`src/rtl/simon_io_pkg.sv`:
```
// Shared types and packet geometry for the SIMON output packet interface.
// Packet byte positions are derived from the word width N.
package simon_io_pkg;

  localparam int unsigned SIMON_N = 16;
  localparam int unsigned BYTE_W  = 8;

  // Byte positions inside an output packet of (N/2 + 2) bytes.
  function automatic int unsigned pkt_bytes(input int unsigned n);
    return n / 2 + 2;
  endfunction

  function automatic int unsigned info_idx(input int unsigned n);
    return n / 2 + 1;
  endfunction

  function automatic int unsigned count_idx(input int unsigned n);
    return n / 2;
  endfunction

  function automatic int unsigned result_lsb(input int unsigned n);
    return n / 4;
  endfunction

  function automatic int unsigned result_bytes(input int unsigned n);
    return n / 4;
  endfunction

  typedef enum logic {
    C_IDLE,
    C_ACK
  } c_state_t;

  typedef enum logic [1:0] {
    T_IDLE,
    T_SEND,
    T_REL
  } t_state_t;

  // Buffered result for the default word width.
  typedef struct packed {
    logic [BYTE_W-1:0]    info;
    logic [2*SIMON_N-1:0] data;
  } entry_t;

endpackage

```
`src/rtl/simon_out_fifo.sv`:
```
// DEPTH-entry synchronous FIFO holding finished results between the core and host sides.
// Head entry is visible on dout whenever not empty; full/empty are registered flags.
module simon_out_fifo #(
  parameter int unsigned W     = 40,
  parameter int unsigned DEPTH = 2
) (
  input  logic         clk,
  input  logic         nR,
  input  logic         push,
  input  logic         pop,
  input  logic [W-1:0] din,
  output logic [W-1:0] dout,
  output logic         full,
  output logic         empty
);

  localparam int unsigned AW = (DEPTH > 1) ? $clog2(DEPTH) : 1;

  logic [W-1:0]  mem_q [DEPTH];
  logic [AW-1:0] wr_ptr_q, wr_ptr_d;
  logic [AW-1:0] rd_ptr_q, rd_ptr_d;
  logic [AW:0]   fill_q, fill_d;
  logic          full_q, full_d;
  logic          empty_q, empty_d;
  logic          do_push, do_pop;

  // Guard against pushing into a full or popping from an empty buffer.
  assign do_push = push && !full_q;
  assign do_pop  = pop && !empty_q;

  always_comb begin
    wr_ptr_d = wr_ptr_q;
    rd_ptr_d = rd_ptr_q;
    fill_d   = fill_q;
    if (do_push) begin
      wr_ptr_d = wr_ptr_q + AW'(1);
    end
    if (do_pop) begin
      rd_ptr_d = rd_ptr_q + AW'(1);
    end
    case ({do_push, do_pop})
      2'b10:   fill_d = fill_q + (AW+1)'(1);
      2'b01:   fill_d = fill_q - (AW+1)'(1);
      default: fill_d = fill_q;
    endcase
    full_d  = (fill_d == (AW+1)'(DEPTH));
    empty_d = (fill_d == '0);
  end

  always_ff @(posedge clk or negedge nR) begin
    if (!nR) begin
      wr_ptr_q <= '0;
      rd_ptr_q <= '0;
      fill_q   <= '0;
      full_q   <= 1'b0;
      empty_q  <= 1'b1;
    end else begin
      wr_ptr_q <= wr_ptr_d;
      rd_ptr_q <= rd_ptr_d;
      fill_q   <= fill_d;
      full_q   <= full_d;
      empty_q  <= empty_d;
    end
  end

  // Storage carries no reset; validity is tracked by the pointers alone.
  always_ff @(posedge clk) begin
    if (do_push) begin
      mem_q[wr_ptr_q] <= din;
    end
  end

  assign dout  = mem_q[rd_ptr_q];
  assign full  = full_q;
  assign empty = empty_q;

endmodule

```
`src/rtl/simon_data_out.sv`:
```
// Output packet interface of the SIMON datapath: core handshake -> result FIFO -> host packet.
// Define OUT_CHECKSUM_EN to place an XOR checksum of header and result bytes in pad byte 0.
module simon_data_out
  import simon_io_pkg::*;
#(
  parameter int unsigned N     = SIMON_N,
  parameter int unsigned DEPTH = 2
) (
  input  logic                 clk,
  input  logic                 nR,
  input  logic                 newOUT,
  input  logic [1:0][N-1:0]    outDATA,
  input  logic [7:0]           infoOUT,
  output logic                 loadOUT,
  input  logic                 out_loadPKT,
  output logic                 out_newPKT,
  output logic                 out_donePKT,
  output logic [1+N/2:0][7:0]  out,
  output logic [7:0]           countOUT
);

  localparam int unsigned PKT_B   = pkt_bytes(N);
  localparam int unsigned INFO_IX = info_idx(N);
  localparam int unsigned CNT_IX  = count_idx(N);
  localparam int unsigned RES_LSB = result_lsb(N);
  localparam int unsigned RES_B   = result_bytes(N);

  typedef struct packed {
    logic [BYTE_W-1:0] info;
    logic [2*N-1:0]    data;
  } out_entry_t;

  typedef logic [PKT_B-1:0][BYTE_W-1:0] pkt_t;

  c_state_t   c_state_q, c_state_d;
  t_state_t   t_state_q, t_state_d;
  logic       load_out_q, load_out_d;
  logic       new_pkt_q, new_pkt_d;
  logic       done_pkt_q, done_pkt_d;
  pkt_t       pkt_q, pkt_d;
  pkt_t       pkt_asm;
  logic [7:0] cnt_q, cnt_d;

  logic       fifo_push, fifo_pop;
  logic       fifo_full, fifo_empty;
  out_entry_t wr_entry, head;

  assign wr_entry = {infoOUT, outDATA};

  simon_out_fifo #(
    .W     ($bits(out_entry_t)),
    .DEPTH (DEPTH)
  ) u_fifo (
    .clk   (clk),
    .nR    (nR),
    .push  (fifo_push),
    .pop   (fifo_pop),
    .din   (wr_entry),
    .dout  (head),
    .full  (fifo_full),
    .empty (fifo_empty)
  );

`ifdef OUT_CHECKSUM_EN
  // Running XOR over info, count and each result byte of the head entry.
  logic [RES_B:0][BYTE_W-1:0] csum_chain;

  assign csum_chain[0] = head.info ^ cnt_q;
  for (genvar gi = 0; gi < RES_B; gi++) begin : g_csum
    assign csum_chain[gi+1] = csum_chain[gi] ^ head.data[BYTE_W*gi +: BYTE_W];
  end
`endif

  always_comb begin
    pkt_asm                   = '0;
    pkt_asm[INFO_IX]          = head.info;
    pkt_asm[CNT_IX]           = cnt_q;
    pkt_asm[CNT_IX-1:RES_LSB] = head.data;
`ifdef OUT_CHECKSUM_EN
    pkt_asm[0]                = csum_chain[RES_B];
`endif
  end

  // Core side: one FIFO push per newOUT/loadOUT 4-phase handshake.
  always_comb begin
    c_state_d  = c_state_q;
    load_out_d = load_out_q;
    fifo_push  = 1'b0;
    case (c_state_q)
      C_IDLE: begin
        if (newOUT && !fifo_full) begin
          fifo_push  = 1'b1;
          load_out_d = 1'b1;
          c_state_d  = C_ACK;
        end
      end
      C_ACK: begin
        if (!newOUT) begin
          load_out_d = 1'b0;
          c_state_d  = C_IDLE;
        end
      end
      default: c_state_d = C_IDLE;
    endcase
  end

  // Host side: packet register is loaded only on pop and held through the handshake.
  always_comb begin
    t_state_d  = t_state_q;
    new_pkt_d  = new_pkt_q;
    done_pkt_d = 1'b0;
    pkt_d      = pkt_q;
    cnt_d      = cnt_q;
    fifo_pop   = 1'b0;
    case (t_state_q)
      T_IDLE: begin
        if (!fifo_empty) begin
          fifo_pop  = 1'b1;
          pkt_d     = pkt_asm;
          new_pkt_d = 1'b1;
          t_state_d = T_SEND;
        end
      end
      T_SEND: begin
        if (out_loadPKT) begin
          new_pkt_d = 1'b0;
          t_state_d = T_REL;
        end
      end
      T_REL: begin
        if (!out_loadPKT) begin
          done_pkt_d = 1'b1;
          cnt_d      = cnt_q + 8'd1;
          t_state_d  = T_IDLE;
        end
      end
      default: t_state_d = T_IDLE;
    endcase
  end

  always_ff @(posedge clk or negedge nR) begin
    if (!nR) begin
      c_state_q  <= C_IDLE;
      t_state_q  <= T_IDLE;
      load_out_q <= 1'b0;
      new_pkt_q  <= 1'b0;
      done_pkt_q <= 1'b0;
      pkt_q      <= '0;
      cnt_q      <= '0;
    end else begin
      c_state_q  <= c_state_d;
      t_state_q  <= t_state_d;
      load_out_q <= load_out_d;
      new_pkt_q  <= new_pkt_d;
      done_pkt_q <= done_pkt_d;
      pkt_q      <= pkt_d;
      cnt_q      <= cnt_d;
    end
  end

  assign loadOUT     = load_out_q;
  assign out_newPKT  = new_pkt_q;
  assign out_donePKT = done_pkt_q;
  assign out         = pkt_q;
  assign countOUT    = cnt_q;

endmodule

```
`config.mk`:
```
export PLATFORM = sky130hd
export DESIGN_NAME = simon_data_out
export DESIGN_NICKNAME = d
export VERILOG_FILES = /design/src/rtl/simon_io_pkg.sv /design/src/rtl/simon_out_fifo.sv /design/src/rtl/simon_data_out.sv
export SDC_FILE = /design/constraint.sdc
export NUM_CORES = 1
export LEC_CHECK = 0
export CORE_ASPECT_RATIO = 0.9
export CORE_MARGIN = 1
export CORE_UTILIZATION = 40
export CTS_BUF_LIST = sky130_fd_sc_hd__clkbuf_4 sky130_fd_sc_hd__clkbuf_8 sky130_fd_sc_hd__clkbuf_16
export CTS_CLUSTER_DIAMETER = 150
export CTS_CLUSTER_SIZE = 28
export DETAILED_ROUTE_END_ITERATION = 16
export PLACE_DENSITY_LB_ADDON = 0.25
export REMOVE_ABC_BUFFERS = 1
export SLEW_MARGIN = 20
export SYNTH_ARGS = -nofsm -noshare
export SYNTH_HDL_FRONTEND = slang
export SYNTH_SLANG_ARGS = --single-unit
```
`constraint.sdc`:
```
create_clock -name clk -period 3.22 [get_ports clk]
set_clock_uncertainty 0.05 [all_clocks]
set_input_delay 0.966 -clock clk [delete_from_list [all_inputs] [get_ports clk]]
set_output_delay 0.966 -clock clk [all_outputs]
set_load 0.05 [all_outputs]
```
======== After elaboration in Yosys (flattened, before gate mapping) ========
Memories as Yosys holds them, arrays and structs flattened. A register that Yosys moved wholly into a read port is not among the register bits.
Cells that the tools add are included.
storage, ports and cells
  register bits ........................... 28
  ROM bits ................................ 0
  memories ................................ 1
  input port bits ......................... 44
  logic and storage cells ................. 66
  latch bits .............................. 0
  output and inout port bits .............. 91
  memory bits (writable) .................. 80
operators by class
  div/mod/pow operators ................... 0
  bitwise gates (word level) .............. 3
  equal/unequal tests ..................... 10
  multiplexer cells ....................... 21
  reduce and logical (&&, ||, !) cells .... 14
  $lt $le $gt $ge ......................... 0
  shifts and indexed selects .............. 0
  multipliers ............................. 0
  add/subtract/negate cells ............... 5
memories
  memory        depth  bits a word  rd ports  clocked after memory_dff  write ports  line                  source
  u_fifo.mem_q  2      40           1         1                         1            simon_out_fifo.sv:19  logic [W-1:0] mem_q [DEPTH];
operators with widths
  operator                                           number
  2-to-1 mux 1 bit                                   13
  != test 2 bit (second input constant)              5
  adder 8 x 1 -> 8 bit (second input constant)       1
  == test 2 bit (second input constant)              3
  2-to-1 mux 2 bit                                   3
  case mux 1 bit (2 select lines)                    3
  case mux 2 bit (3 select lines)                    1
  AND reduction 2 bit                                3
  AND reduction 3 bit                                2
  == test 2 x 1 -> 1 bit (second input constant)     2
  logical NOT 2 bit                                  2
  case mux 2 bit (2 select lines)                    1
  logical AND 1 bit                                  3
  logical NOT 1 bit                                  3
  NOT 1 bit                                          3
  adder 1 bit (second input constant)                2
  adder 2 x 1 -> 2 bit (second input constant)       1
  nonzero test 2 bit                                 1
  subtractor 2 x 1 -> 2 bit (second input constant)  1

======== Longest topological paths before layout ========
Gate-level depths: netlist (run 1).
  depth after elaboration ................. 8
  depth in mapped cells ................... 8
  mapped depth without buffers ............ 6

======== Modules after synthesis ========
A second synthesis (run 1) with hierarchy kept.
second synthesis, totals
  cells, all modules ...................... 333
  area, all modules ....................... 5855.6 um^2
modules (own cells, without submodules)
  module          cells an instance  area an instance (um^2)  times used  sequential area each (um^2)
  simon_out_fifo  150                3189.3                   1           2553.7
  simon_data_out  183                2666.3                   1           1551.5

======== Least setup slack after synthesis (run 1) ========
No wires, ideal clock.
  path kind ............................... input port to flip-flop
  start ................................... in newOUT
  end ..................................... mem u_fifo.mem_q[0][0], enable pin
  data arrival time ....................... 2.825 ns
  path buffers ............................ 0
  stages on the path ...................... 2
  data required time ...................... 2.732 ns
  slack ................................... -0.093 ns
  setup time .............................. 0.438 ns
  cell sequence ........................... nand3b_1 -> nor2_1
between the ends
  word-level cells in the longest chain between the ends .. 6
RTL lines
  element                                 line                  source
  start, declared                         simon_data_out.sv:11  input logic newOUT,
  logical AND 1 bit                       simon_data_out.sv:91  if (newOUT && !fifo_full) begin
  2-to-1 mux 1 bit                        simon_data_out.sv:91
  2-to-1 mux 1 bit                        simon_data_out.sv:89  case (c_state_q)
  logical AND 1 bit                       simon_out_fifo.sv:28  assign do_push = push && !full_q;
  2-to-1 mux 1 bit                        simon_out_fifo.sv:68  if (do_push) begin
  2-to-1 mux 1 bit (implied by the code)  simon_out_fifo.sv:69  mem_q[wr_ptr_q] <= din;
  end, declared                           simon_out_fifo.sv:19
Every way passes these cells.

======== Final worst setup path (run 1) ========
  start ................................... reg cnt_q[2] (netlist: countOUT[2])
  end ..................................... out countOUT[2]
RTL lines
  element                 line                   source
  start, declared         simon_data_out.sv:42   logic [7:0] cnt_q, cnt_d;
  start signal, assigned  simon_data_out.sv:157  cnt_q <= cnt_d;
  end, declared           simon_data_out.sv:19   output logic [7:0] countOUT
No word-level cell between the ends.

==> run_results.csv, run 1 <==
group,metric,value,unit
clock_tree,cts_buffer_depth,2,
setup_path,crit_slowest_cell,"clkdlybuf4s50_1",
setup_path,cp-end-kind,"primary output",
logic_synthesis,synthCells,371,
cells_and_area,area_growth_syn_to_layout,30.4,%
power,sequentialPowerShare,36.5,%
cells_and_area,drive_gt1_share,9.11,%
sta,rsz0062_at_grt,"false",
cells_and_area,final_common_cell,"clkdlybuf4s50_1",
logic_synthesis,synth-edff-count,80,
clock_tree,cts_root_buffer,"clkbuf_16",
routing,wl_per_cell,14.9,µm
power,combPwrFrac,38.1,%
grt,antenna_found_initial,0,
clock_tree,cts_setup_buffers,0,
sta,fin_crit,2.70,ns
logic_synthesis,synthesis.area,0.00561,mm²
flow_run,drv_cap,0,
sta,finalHoldViolCount,0,
placed_design,dp_hpwl,6.05,mm
routing,drc_errors,0,
logic_synthesis,yosysWarnings,0,
grt,gr-total-overflow,0,
setup_path,crit_family,"buffers and inverters",
power,power_frac_clock,25.4,%
routing,drtIter0Drc,152,
setup_path,crit_arrival,1.69,ns
power,p_sw_share,38.7,%
power,vdd_drop_max,0.000587,V
setup_path,required,2.20,ns
sta,relSlewSlack,39.5,%
run_status,status,"complete, no violations",
cells_and_area,utilization,54.2,%
clock_tree,cts_tree,"done",
floorplanning,die_area,0.0145,mm²
logic_synthesis,yosys.area.top_type,"edfxtp_1",
cells_and_area,layout.nets,527,
floorplanning,fp.coreArea,0.0135,mm²
floorplanning,row_count,40,
logic_synthesis,synth_area_leaders,"edfxtp_1 (43%), dfrtp_1 (30%), mux2i_1 (7.1%)",
power,p_leak,2.89,nW
grt,track_usage,15.2,%
floorplanning,die_y,114,µm
floorplanning,io_pins,135,
floorplanning,die_w,127,µm
min_path,hp-class,"register to register",
sta,fmax,370,MHz
cells_and_area,final_cell_mix,"clkdlybuf4s50_1 (101), edfxtp_1 (80), dfrtp_1 (66), a21oi_1 (43), nor2_1 (43)",
logic_synthesis,ys_seq_area_share,73.1,%
setup_path,cp-start-kind,"register",
clock_tree,cts_num_sinks,148,
placed_design,io_buffers,102,
logic_synthesis,ys_seq_elements,148,
placed_design,gpl.final_weighted_congestion,0.738,
sta,drv_slew,0,
routing,ant_nets,0,
cells_and_area,fin_area,0.00732,mm²
logic_synthesis,synth_top_area_share,42.8,%
routing,wirelength,9.85,mm
clock_tree,clk_pin_slew,0.06,ns
cells_and_area,num_antenna_cells,0,
setup_path,crit_chain,"clkdlybuf4s50_1",
grt,first_global_vias,3156,
setup_path,crit_fanout,6,
logic_synthesis,syn_avg_cell_area,15.1,µm²
clock_tree,cts_hold_buf,0,
clock_tree,clkLatencyLatePin,0.41,ns
routing,dr.pass1.iters,4,
setup_path,crit_type,"register to primary output",
grt,grt_max_degree,90,
clock_tree,h-tree-depth,4,
placed_design,placed_area,0.00671,mm²
logic_synthesis,synth_cell_type_count,29,
setup_path,crit_buf_inv,1,
clock_tree,post_cts_resized,0,
sta,fin_hold_ws,0.434,ns
setup_path,max_stage_delay,0.83,ns
clock_tree,cts_made_buffers,17,
routing,route.vias.total,3087,
power,intPower,4.90,mW
grt,grt_pass1_wl,16.1,mm
sta,fin_crit_sh,83.9,%
sta,worst-slew-pin-transition,0.908,ns
logic_synthesis,synth_ff_type,"edfxtp_1",
sta,finalSetupViolCount,0,
floorplanning,initial_core_util,41.5,%
logic_synthesis,async_flop_share,45.9,%
power,power.density,1090,mW/mm²
routing,viasPerCell,4.66,
power,power.switching,3.10,mW
## worst register-to-register path: cells and delay by family, from the launching register on
family	cells	cell delay (ns)
buffers and inverters	1	0.75
flip-flops	1	0.49
multiplexers	1	0.42
AND/OR/NAND/NOR	1	0.25
## state kept, by name, summed over array words and instances (netlist names)
register / count
u_fifo.rd_ptr_q: 1
u_fifo.mem_q: 80
u_fifo.empty: 1
out_donePKT: 1
c_state_q: 1
out: 48
u_fifo.fill_q: 2
u_fifo.full: 1
loadOUT: 1
out_newPKT: 1
t_state_q: 2
countOUT: 8
u_fifo.wr_ptr_q: 1
## cell families after synthesis
| family | after synthesis | share of synthesized area (%) |
|---|---|---|
| adder cells (fa/ha/maj) | 2 | 0.446 |
| AO/OA/AOI/OAI | 48 | 4.37 |
| multiplexers | 49 | 8.94 |
| AND/OR/NAND/NOR | 61 | 5.08 |
| buffers and inverters | 50 | 6.09 |
| flip-flops | 148 | 73.1 |
| XOR/XNOR | 12 | 1.87 |
| other | 1 | 0.0668 |
## routing by layer
layer / track usage, % / part of all wire, % / vias up / wire length, µm
met5: 0 / 0 / - / 0
met4: 8.81 / 1.9 / 0 / 187
met3: 5.05 / 6.5 / 15 / 644
met2: 24.0 / 47 / 107 / 4610
met1: 18.4 / 45 / 1487 / 4410
li1: - / - / 1478 / -
## final timing paths
check,from,endpoint,slack (ns),depth (start not counted)
setup / recovery,countOUT[2],countOUT[2],0.52,1
hold / removal,out[67],out[67],0.43,1
setup reg to reg,t_state_q[0],out[71],1.15,3
hold reg to reg,out[67],out[67],0.43,1
max in group asynchronous,nR,u_fifo.rd_ptr_q,1.84,1
min in group asynchronous,nR,out[77],0.62,1
## area by class of cell
cell class / count / area (µm²)
Tap cell: 168 / 210
Inverter: 3 / 11.3
Sequential cell: 148 / 4110
Clock inverter: 15 / 189
Clock buffer: 17 / 425
Multi-Input combinational cell: 204 / 1300
Fill cell: 1119 / 6190
Timing Repair Buffer: 107 / 1080
## Yosys cell counts (2+ instances only)
master    instances
edfxtp_1         80
dfrtp_1          67
nor2_1           45
a21oi_1          43
mux2i_1          40
buf_4            36
xnor2_1          10
buf_2             9
mux2_2            5
mux2_1            4
nand2_1           4
nand4_1           4
inv_1             3
o21ai_0           3
and3_1            2
ha_1              2
xor2_1            2
## metrics by stage
step | cells | setup WS [ns] | setup TNS (ns) | total power, mW
after floorplan | 355 | -0.148 | -7.68 | 5.00
after global placement | 630 | 0.573 | 0 | 5.95
after detailed placement | 630 | 0.542 | 0 | 6.02
after CTS | 662 | 0.480 | 0 | 8.08
after global routing | 662 | 0.446 | 0 | 8.40
final | 662 | 0.518 | 0 | 7.99
## power by group through the flow
| stage | combinational (mW) | clock [mW] | sequential, mW |
|---|---|---|---|
| final | 3.04 | 2.03 | 2.92 |
| after global routing | 3.26 | 2.15 | 2.99 |
| after detailed placement | 3.07 | 0 | 2.95 |
| after global placement | 3.02 | 0 | 2.93 |
| after CTS | 3.08 | 2.07 | 2.93 |
| after floorplan | 1.02 | 0 | 3.98 |
Power figures use the tool's default switching activity.
==> run 2, diff against run 1 <==
==> constraint.sdc (replaced) <==
create_clock -name clk -period 2.4 [get_ports clk]
set_clock_uncertainty 0.05 [all_clocks]
set_input_delay 0.72 -clock clk [delete_from_list [all_inputs] [get_ports clk]]
set_output_delay 0.72 -clock clk [all_outputs]
set_load 0.05 [all_outputs]
==> run_results.csv, run 2 (synthesized netlist as in run 1, its figures left out) <==
group,metric,value,unit
cells_and_area,utilization,54.6,%
placed_design,pre_cts_ws,-0.0400,ns
sta,worst-slew-pin-transition,0.534,ns
routing,m1WireLength,4.35,mm
power,p_leak,3.00,nW
grt,gr-total-overflow,0,
setup_path,ff2ff_path_depth,4,
power,combPwrFrac,39.6,%
cells_and_area,instances_no_fill,666,
cells_and_area,area_growth_syn_to_layout,31.5,%
setup_path,rr_endpoint,"u_fifo.empty",
setup_path,required,1.63,ns
setup_path,crit_type,"register to primary output",
setup_path,max_stage_delay,0.81,ns
sta,finalHoldViolCount,0,
clock_tree,cts_root_buffer,"clkbuf_16",
setup_path,crit_chain,"clkdlybuf4s50_1",
routing,viasPerCell,4.61,
sta,setup_slack,0.0457,ns
setup_path,crit_fanout,2,
floorplanning,io_pins,135,
run_status,status,"complete, no violations",
floorplanning,die_w,127,µm
clock_tree,clk_pin_slew,0.05,ns
cells_and_area,largest_register,"u_fifo.mem_q",
floorplanning,row_count,40,
clock_tree,cts_tree,"done",
clock_tree,cts_buffer_depth,2,
grt,track_usage,14.7,%
routing,drc_errors,0,
cells_and_area,fin_area,0.00738,mm²
sta,fin_crit_sh,98.1,%
routing,dr.pass1.iters,5,
placed_design,dp_hpwl,6.33,mm
setup_path,cp-start-kind,"register",
clock_tree,cts_hold_buf,0,
floorplanning,die_y,114,µm
routing,ant_nets,0,
setup_path,crit_path_start,"out[72]",
power,power_frac_clock,25.0,%
routing,wl_met2,4.38,mm
placed_design,gpl.final_weighted_congestion,0.734,
grt,antenna_found_initial,0,
setup_path,r2r_setup_slack,0.60,ns
setup_path,r2r_start,"t_state_q[0]",
routing,wirelength,9.54,mm
power,sequentialPowerShare,35.4,%
grt,first_global_vias,3135,
min_path,hp-class,"input pin to asynchronous set/reset pin",
power,vdd_drop_max,0.000911,V
power,power.switching,4.07,mW
cells_and_area,num_antenna_cells,0,
cells_and_area,final_common_cell,"clkdlybuf4s50_1",
cells_and_area,largest_reg_flops,80,
flow_run,drv_cap,0,
routing,top_layer,"met4",
placed_design,place_inst,634,
routing,drtIter0Drc,146,
cells_and_area,regArea,0.00411,mm²
floorplanning,die_area,0.0145,mm²
power,p_sw_share,38.1,%
sta,fmax,425,MHz
sta,drv_slew,0,
setup_path,crit_end,"out[72]",
placed_design,placed_area,0.00677,mm²
sta,fin_crit,2.35,ns
cells_and_area,final_cell_mix,"clkdlybuf4s50_1 (86), edfxtp_1 (80), dfrtp_1 (66), a21oi_1 (43), nor2_1 (43)",
cells_and_area,drive_gt1_share,9.84,%
clock_tree,cts_num_sinks,148,
power,power.total,10.7,mW
cells_and_area,multiInputGateArea,0.00130,mm²
power,intPower,6.60,mW
placed_design,io_buffers,102,
setup_path,cp-end-kind,"primary output",
sta,relSlewSlack,64.3,%
floorplanning,fp.coreArea,0.0135,mm²
power,power.density,1440,mW/mm²
routing,wl_per_cell,14.3,µm
setup_path,worstSetupPathDepth,1,
routing,wl_met3,653,µm
clock_tree,clkLatencyLatePin,0.41,ns
setup_path,crit_family,"buffers and inverters",
routing,route.vias.total,3070,
setup_path,crit_arrival,1.58,ns
cells_and_area,layout.nets,531,
setup_path,crit_buf_inv,1,
grt,grt_max_degree,90,
clock_tree,h-tree-depth,4,
sta,rsz0062_at_grt,"false",
grt,grt_pass1_wl,15.8,mm
cells_and_area,fillers,1093,
sta,finalSetupViolCount,0,
floorplanning,initial_core_util,41.5,%
clock_tree,cts_made_buffers,17,
setup_path,crit_slowest_cell,"clkdlybuf4s50_1",
-- run 2: changes by cell type in the layout (fill, tap and decap cells not counted), sizes merged --
| cell | previous run | this run |
|---|---|---|
| dlygate4sd2 | 0 | 9 |
| dlymetal6s2s | 0 | 6 |
| clkinv | 8 | 9 |
| clkinvlp | 3 | 0 |
| buf | 6 | 10 |
| clkdlybuf4s50 | 101 | 86 |
| clkbuf | 17 | 19 |
-- run 2: cell type report --
class	count	area share, %
Tap cell	168	2.85
Clock buffer	19	5.97
Multi-Input combinational cell	204	17.6
Inverter	3	0.153
Timing Repair Buffer	111	15.6
Sequential cell	148	55.6
Clock inverter	13	2.22
-- run 2: power groups by stage --
| stage | Combinational (mW) | Clock [mW] | Sequential [mW] |
|---|---|---|---|
| 3_3_place_gp | 4.24 | 0 | 3.80 |
| 2_1_floorplan | 1.36 | 0 | 5.34 |
| 4_1_cts | 4.28 | 2.75 | 3.78 |
| 3_5_place_dp | 4.29 | 0 | 3.82 |
| 6_report | 4.22 | 2.67 | 3.77 |
| 5_1_grt | 4.53 | 2.83 | 3.86 |
-- run 2: metal layers --
metal	up-vias	global-route usage, %
met2	113	22.9
met3	14	5.51
met5	-	0
met1	1452	18.4
met4	0	6.43
li1	1491	-
-- run 2: worst min path at each step --
stage / start / end / slack (ns) / cells past startpoint
after floorplan: nR / c_state_q / 0.37 / 0
after global placement: out[68] / out[68] / 0.42 / 1
after detailed placement: out[69] / out[69] / 0.43 / 1
after CTS: nR / out[61] / 0.20 / 1
after global routing: nR / out[61] / 0.21 / 1
final: nR / out[77] / 0.20 / 1
-- run 2: stage by stage --
step | TNS, ns | hold WS [ns]
floorplan | -66.02 | 0.374
global placement | -0.00143 | 0.418
detailed placement | -0.0706 | 0.428
CTS | 0 | 0.198
global route | 0 | 0.212
finish | 0 | 0.196
-- run 2: what timing repair did --
item	4_1_cts	5_1_grt
resized for setup	9	6
endpoints found under the setup margin	9	6
gates cloned	0	0
setup buffers	0	0
==> run 3, diff against run 2 <==
--- a/config.mk
+++ b/config.mk
@@ -12,6 +12,7 @@
 export CTS_CLUSTER_DIAMETER = 150
 export CTS_CLUSTER_SIZE = 28
 export DETAILED_ROUTE_END_ITERATION = 16
+export GPL_ROUTABILITY_DRIVEN = 0
 export PLACE_DENSITY_LB_ADDON = 0.25
 export REMOVE_ABC_BUFFERS = 1
 export SLEW_MARGIN = 20
==> results of run 3 <==
Final layout, timing and power as in run 2 (identical DEF).
